`config.mk`:
```
export PLATFORM = sky130hd
export DESIGN_NAME = serial_subtractor
export DESIGN_NICKNAME = d
export VERILOG_FILES = /design/src/rtl/serial_sub_pkg.sv /design/src/rtl/fsub_cell.sv /design/src/rtl/serial_subtractor.sv
export SDC_FILE = /design/constraint.sdc
export NUM_CORES = 1
export LEC_CHECK = 0
export CAP_MARGIN = 20
export CORE_ASPECT_RATIO = 0.75
export CORE_UTILIZATION = 46
export CTS_CLUSTER_SIZE = 30
export DETAILED_ROUTE_END_ITERATION = 10
export GPL_TIMING_DRIVEN = 0
export PLACE_DENSITY = 0.74
export SYNTH_ARGS = -nofsm -noshare
export SYNTH_HDL_FRONTEND = slang
export SYNTH_HIERARCHICAL = 1
export SYNTH_SLANG_ARGS = --single-unit
```
`constraint.sdc`:
```
create_clock -name clk -period 1.55 [get_ports clk]
set_clock_uncertainty 0.05 [all_clocks]
set_input_delay 0.465 -clock clk [delete_from_list [all_inputs] [get_ports clk]]
set_output_delay 0.465 -clock clk [all_outputs]
set_load 0.02 [all_outputs]
```
`src/rtl/serial_sub_pkg.sv`:
```
// rtl/serial_sub_pkg.sv - shared types and helpers for the bit-serial subtractor
package serial_sub_pkg;

    typedef enum logic [1:0] {
        IDLE = 2'd0,
        RUN  = 2'd1,
        DONE = 2'd2
    } state_t;

    // Bit counter width; clamped to 1 so a degenerate WIDTH never yields a zero-width vector
    function automatic int cnt_width(input int width);
        return (width < 2) ? 1 : $clog2(width);
    endfunction

endpackage

```
`src/rtl/fsub_cell.sv`:
```
// rtl/fsub_cell.sv - combinational 1-bit full subtractor cell
module fsub_cell (
    input  logic a,
    input  logic b,
    input  logic bin,
    output logic d,
    output logic bout
);

    // With bin=0 this reduces to the half subtractor: d=a^b, bout=~a&b
    assign d    = a ^ b ^ bin;
    assign bout = (~a & b) | (~(a ^ b) & bin);

endmodule

```
`src/rtl/serial_subtractor.sv`:
```
// rtl/serial_subtractor.sv - LSB-first bit-serial subtractor diff = a - b - bin
module serial_subtractor
    import serial_sub_pkg::*;
#(
    parameter int WIDTH = 8
) (
    input  logic             clk,
    input  logic             rst,
    input  logic             start,
    input  logic [WIDTH-1:0] a,
    input  logic [WIDTH-1:0] b,
    input  logic             bin,
    output logic             busy,
    output logic             done,
    output logic [WIDTH-1:0] diff,
    output logic             bout,
    output logic             ovf,
    output logic             zero
);

    localparam int            CW   = cnt_width(WIDTH);
    localparam logic [CW-1:0] LAST = CW'(WIDTH - 1);

    state_t           state;
    state_t           state_next;
    logic [WIDTH-1:0] a_sh;
    logic [WIDTH-1:0] b_sh;
    logic [WIDTH-1:0] d_sh;
    logic [WIDTH-1:0] d_sh_next;
    logic [CW-1:0]    cnt;
    logic             br;
    logic             a_msb;
    logic             b_msb;
    logic             cell_d;
    logic             cell_bout;
    logic             accept;
    logic             finish;

    fsub_cell u_cell (
        .a    (a_sh[0]),
        .b    (b_sh[0]),
        .bin  (br),
        .d    (cell_d),
        .bout (cell_bout)
    );

    // Result bits enter at the MSB so after WIDTH shifts bit 0 sits at the LSB
    assign d_sh_next = {cell_d, d_sh[WIDTH-1:1]};

    always_ff @(posedge clk) begin
        if (rst) begin
            state <= IDLE;
        end else begin
            state <= state_next;
        end
    end

    always_comb begin
        state_next = state;
        accept     = 1'b0;
        finish     = 1'b0;
        busy       = 1'b0;
        done       = 1'b0;
        case (state)
            IDLE: begin
                if (start) begin
                    state_next = RUN;
                    accept     = 1'b1;
                end
            end
            RUN: begin
                busy = 1'b1;
                if (cnt == LAST) begin
                    state_next = DONE;
                    finish     = 1'b1;
                end
            end
            DONE: begin
                done       = 1'b1;
                state_next = IDLE;
            end
            default: state_next = IDLE;
        endcase
    end

    always_ff @(posedge clk) begin
        if (rst) begin
            a_sh  <= '0;
            b_sh  <= '0;
            d_sh  <= '0;
            br    <= 1'b0;
            cnt   <= '0;
            a_msb <= 1'b0;
            b_msb <= 1'b0;
            diff  <= '0;
            bout  <= 1'b0;
            ovf   <= 1'b0;
            zero  <= 1'b0;
        end else if (accept) begin
            a_sh  <= a;
            b_sh  <= b;
            d_sh  <= '0;
            br    <= bin;
            cnt   <= '0;
            a_msb <= a[WIDTH-1];
            b_msb <= b[WIDTH-1];
        end else if (state == RUN) begin
            a_sh <= a_sh >> 1;
            b_sh <= b_sh >> 1;
            d_sh <= d_sh_next;
            br   <= cell_bout;
            cnt  <= cnt + 1'b1;
            if (finish) begin
                diff <= d_sh_next;
                bout <= cell_bout;
                zero <= (d_sh_next == '0);
                // Sign test uses only the operand signs; bin is deliberately left out
                ovf  <= (a_msb != b_msb) && (d_sh_next[WIDTH-1] != a_msb);
            end
        end
    end

endmodule

```
# Yosys cells after proc, flatten, opt, wreduce, memory -nomap -nowiden
# Cells that the tools add are included.
# totals
inputBits,20
reg_bits,43
elab_cells,50
# op_classes
add_sub_neg,1
n_bitwise,8
reduce_logical,7
mux,15
eq_ne,7
# op_table
cell,n
8-bit 2-to-1 mux,4
8-bit zero test,1
1-bit 2-to-1 mux,8
2-bit 2-to-1 mux,2
2-bit != test (second input constant),2
2-bit case mux with 2 select lines,1
3-bit by 1-bit adder with 3-bit output (second input constant),1
3-bit equality test (second input constant),1
1-bit inverter,3
3-bit AND reduction,1
1-bit bitwise AND,2
2-bit by 1-bit equality test with 1-bit output (second input constant),1
2-bit equality test (second input constant),1
2-bit zero test,1
1-bit != test,2
2-bit AND reduction,1
2-bit nonzero test,1
2-bit OR reduction,1
1-bit XOR,2
1-bit logical AND,1
1-bit bitwise OR,1

# Depth between registers and ports, before layout
# Gate-level depths: netlist of run 1.
# depth
depth_word,6
ltp_mapped,6
ltp_nobuf,6

# Hierarchy
# The synthesis of run 1 kept the hierarchy.
# modules_own_cells
mod,area_each_um2,instances,cells_each,seq_area_each_um2
serial_subtractor,1806.7,1,214,840.8
fsub_cell,31.3,1,4,0.0

# Worst setup path after synthesis of run 1
# OpenSTA, ideal clock, no wires.
# synth_timing
path_kind,reg2reg
startpoint,register b_sh[0]
endpoint,register ovf
setup_ns,0.132
arrival_ns,1.310
setup_slack_ns,0.059
path_stages_with_launch,6
period_less_slack_ns,1.491
path_cell_list,dfxtp_1 > inv_1 > fa_1 > and3b_1 > a211oi_1 > nor3_1
# synth_via
elab_chain_len,4
# synth_rtl
item,line_no,rtl
start: declaration,serial_subtractor.sv:27,logic [WIDTH-1:0] b_sh;
start signal: assignment,serial_subtractor.sv:109,b_sh <= b_sh >> 1;
1-bit XOR (2 in a row),fsub_cell.sv:11,assign d = a ^ b ^ bin;
net cell_d,serial_subtractor.sv:34,logic cell_d;
1-bit != test,serial_subtractor.sv:118,ovf <= (a_msb != b_msb) && (d_sh_next[WIDTH-1] != a_msb);
1-bit logical AND,serial_subtractor.sv:118,
end signal: assignment,serial_subtractor.sv:118,
end: declaration,serial_subtractor.sv:17,"output logic ovf,"
# The timed path passes the listed nets, and every way through them passes these cells.
# A chain may end at the register's enable or synchronous reset.

# Worst setup path after layout of run 1
# layout_timing
startpoint,register state[1]
endpoint,output port done
# layout_via
elab_chain_len,2
# layout_rtl
item,line_no,rtl
start: declaration,serial_subtractor.sv:24,state_t state;
start signal: assignment,serial_subtractor.sv:54,state <= state_next;
2-bit equality test,serial_subtractor.sv:64,case (state)
1-bit 2-to-1 mux,serial_subtractor.sv:64,
end: declaration,serial_subtractor.sv:14,"output logic done,"
# No other way between the ends.

==> results of run 1 <==
metal layers:
layer	vias up	global-route usage	part of all wire
li1	807	-	-
met1	730	0.315	0.53
met2	29	0.273	0.42
met3	2	0.0539	0.040
met4	0	0.0350	0.0057
met5	-	0	0
layout by cell type, fill, tap and decap left out, drive strengths merged, types with 5 or more instances in the layout:
cell type / instances
buf: 14
nand2: 63
nand2b: 5
dfxtp: 42
clkdlybuf4s50: 17
a21oi: 24
nor2: 22
a311oi: 12
dlygate4sd2: 11
clkbuf: 12
flip-flops by register name (all words and copies together), names as in the netlist, 2 cells and up:
register / flops
state: 2
b_sh: 8
diff: 8
a_sh: 8
cnt: 3
d_sh: 7
report_power, final:
group	total [uW]	switching [uW]	internal, uW
registers	1160	32.3	1130
clock network	827	353	474
logic	343	177	166
total	2330	563	1770
cell type report:
class | instances | area share
Multi-Input combinational cell | 156 | 0.383
Inverter | 4 | 0.00943
Buffer | 15 | 0.0461
Tap cell | 52 | 0.0272
Timing Repair Buffer | 34 | 0.134
Clock inverter | 3 | 0.0168
Sequential cell | 42 | 0.354
Clock buffer | 5 | 0.0288
worst paths after layout:
path              cells after the start  endpoint  slack, ns
hold reg to reg                       2   diff[7]       0.40
setup reg to reg                      5       ovf      -0.01
hold / removal                        2   diff[7]       0.40
setup / recovery                      4      done      -0.03
logic make-up after synthesis:
logic type | after synthesis
multiplexers | 2
AND/OR/NAND/NOR | 109
XOR/XNOR | 1
AO/OA/AOI/OAI | 41
flip-flops | 42
buffers and inverters | 20
adder cells (fa/ha/maj) | 3
metrics by stage:
step	hold slack, ns	util
after floorplan	0.390	-
after global placement	0.393	0.593
after detailed placement	0.397	0.593
after CTS	0.405	0.636
after global routing	0.418	0.640
final	0.405	0.640
cells in the mapped netlist, types with 2 or more instances:
| master | n | share of area |
|---|---|---|
| sky130_fd_sc_hd__clkbuf_1 | 7 | 0.014 |
| sky130_fd_sc_hd__o22ai_1 | 2 | 0.0068 |
| sky130_fd_sc_hd__nor2b_1 | 2 | 0.0068 |
| sky130_fd_sc_hd__dfxtp_1 | 42 | 0.46 |
| sky130_fd_sc_hd__and3b_1 | 2 | 0.0095 |
| sky130_fd_sc_hd__nand2_1 | 63 | 0.13 |
| sky130_fd_sc_hd__ha_1 | 2 | 0.014 |
| sky130_fd_sc_hd__buf_2 | 5 | 0.014 |
| sky130_fd_sc_hd__mux2i_1 | 2 | 0.011 |
| sky130_fd_sc_hd__nor3_1 | 4 | 0.011 |
| sky130_fd_sc_hd__nand2b_1 | 5 | 0.017 |
| sky130_fd_sc_hd__inv_1 | 4 | 0.0082 |
| sky130_fd_sc_hd__nor4_1 | 2 | 0.0068 |
| sky130_fd_sc_hd__and2b_1 | 2 | 0.0082 |
| sky130_fd_sc_hd__nor2_1 | 22 | 0.045 |
| sky130_fd_sc_hd__or3b_2 | 3 | 0.014 |
| sky130_fd_sc_hd__buf_6 | 3 | 0.018 |
| sky130_fd_sc_hd__a311oi_2 | 12 | 0.098 |
| sky130_fd_sc_hd__a21oi_1 | 24 | 0.065 |
repair_timing:
| item | in CTS | in global routing |
|---|---|---|
| gates cloned | 0 | 0 |
| hold buffers | 0 | 0 |
| pin swaps | 1 | 3 |
| gates resized for setup | 40 | 14 |
| endpoints found under the setup margin | 42 | 36 |
| buffers inserted | 3 | 0 |
worst register-to-register path, stage by stage (launching register included):
cell and delay (ns):
sky130_fd_sc_hd__dfxtp_2 0.34, sky130_fd_sc_hd__inv_2 0.04, sky130_fd_sc_hd__fa_2 0.48, sky130_fd_sc_hd__and3b_1 0.21, sky130_fd_sc_hd__a211oi_2 0.25, sky130_fd_sc_hd__nor3_1 0.07
==> metrics list, run 1 <==
- Of the cells placed in the final design, the portion with a size suffix greater than 1 is 0.193.
- The number of nets in the synthesized netlist is 241.
- Total buffers and inverters traversed by the critical path: 3
- The number of antenna diodes in the final layout is 0.
- Core outline area: 0.00373 mm2
- Fill count: 323
* Detailed-route wire length per cell: 12.4 um
* Final setup TNS: -0.0408 ns
* Area of the die: 0.00426 mm2
- The congestion estimate from routability-driven global placement came to 0.759.
- The floorplan step set the die width to 75.0 um.
- The number of global-route vias before repair was 1412.
- Among cell families on the critical path, the largest total delay comes from buffers and inverters.
- In this run the power density over the cells is 976 mW/mm2.
- In this run the worst hold path is classified as register to register.
- CP Cell Sequence: buf_6 -> buf_8 -> nor2b_4 -> buf_6
- Arrival time of data at the critical path endpoint: 1.06 ns
- Total Power: 2330 uW
* Count of state elements after synthesis: 42
- Number of hold violations in the final report: 0
- Post-synthesis compound-gate area fraction: 0.184
* Sequential share of the synthesized area: 0.457
- After the flow finishes, the layout carries non-filler instances totaling 311.
* # rows: 19
- For this configuration, the core starts out at a cell density of 0.492.
- Cell area reported after detailed placement: 0.00221 mm2
- Of the total synthesized cell area, the portion taken by full adders, half adders and majority gates is 0.0245.
- 33 I/O pins were placed.
- Syn_area_per_cell: 8.43 um2
* Static leakage: 0.000925 uW
- The initial antenna violation count was 0.
- STA classifies the critical path endpoint as an output pin.
- Worst flop-to-flop path startpoint: b_sh[0]
- Clock-pin slew reported for the worst setup and hold paths after clock tree synthesis: 0.08 ns
- For this run, the total global-route usage over all layers was measured as 0.201.
- Post-route DRC violation count: 0
- After synthesis, the share of flip-flops with an asynchronous set or reset is 0.
- In this run, CTS created clock tree buffers numbering 5.
- Worst-path maximum fanout: 2
- CP most frequent cell: sky130_fd_sc_hd__buf_6
* Worst setup timing slack at the placement stage: -0.586 ns
- The first global-routing pass estimated 6510 um of wire.
- Number of clock sinks seen by CTS: 42
- After routing the design area is 0.00239 mm2.
- Data on the critical path is required at its endpoint by 1.03 ns.
* Predominant post-synthesis flop cell: sky130_fd_sc_hd__dfxtp_1
- At the end of the flow, the number of nets in the layout was 281.
* Area added between synthesis and finish: 30.0%
- At the pin with the least slew margin, the transition time is 0.683 ns.
* Violations in the final reports: setup timing
- The worst hold path begins at diff[7].
- In this run the vertical extent of the chip is 56.7 um.
* Crit path max-delay cell type: sky130_fd_sc_hd__dfxtp_2
- Deepest clock path buffer count: 2
- Using the TritonRoute via totals, the vias-per-cell ratio works out to 5.04.
- In this run the clock root is driven by a sky130_fd_sc_hd__clkbuf_8.
- Number of nets still failing antenna checks after routing: 0
- Setup repair after global routing missed its margin: yes
* Source of the critical timing path: state[1]
* Final worst path period need: 1.58 ns
- After layout, the worst setup slack is -0.0287 ns.
- In the finished design, the share of the clock period the worst path needs comes to 1.02.
- Remaining Overflow, GRT: 0
* Setup Viol. Count Final: 2
- Number of port buffers: 31
- Mux contribution to synthesized area: 0.0109
- Max-cap violations in this run came to 0.
- Number of max-slew violations in the final report: 0
* Simple-gate share of the synthesized area: 0.262
- Derived from the worst setup path, the maximum achievable clock frequency is 0.633 GHz.
- Synthesis produced 218 cells.
- Once placement completed, the tool counted placed cells totaling 301.
- Slowest stage delay, CP: 0.33 ns
- Summed over all layers, the routed wires come to 3850 um.
* Xor-xnor portion of the synthesized cell area: 0.00477
- In this run the cell area of the synthesized design comes to 0.00184 mm2.
- The H-tree was split into 2 levels.
- Area taken by flip-flops and latches: 846 um2
* Classification of the worst setup path: register to output pin
* Largest family of logic cells by synthesized area: simple AND/OR/NAND/NOR gates
- Post-synth EDFFs: 0
- The worst pin sits at a relative slew slack of 0.545.
- Number of distinct library cells after synthesis: 29
- Summing over every cut layer, the via total after detailed routing is 1568.
- Multi-input gate area: 916 um2
- TritonCTS clock tree: done
- The pre-antenna-repair detailed-routing pass consisted of 4 iterations.
- DRC marker count from the first detailed-route iteration: 116
- The run finished, with violations left.
- The worst setup path is launched from a register.
- Number of warnings reported in the yosys synthesis log: 6
* Clock insertion delay at the later pin of the skew report: 0.28 ns
- Maximum number of pins on one net before global-route repair: 14
- IR analysis of the VDD net gives a maximum drop of 0.588 mV.
- Sum of net half-perimeters after detailed placement: 2720 um
Note: power is estimated with default switching activity, not from simulation.
==> run 2: changes to the inputs <==
Settings changed: CTS_CLUSTER_SIZE 30 to 16, SLEW_MARGIN set to 20.
==> results of run 2 <==
Same layout as run 1: the final DEF is identical, and so are final timing and power.
==> run 3: changes to the inputs <==
Settings changed: CTS_CLUSTER_SIZE 16 to not set.
==> results of run 3 <==
Same layout as run 1: the final DEF is identical, and so are final timing and power.
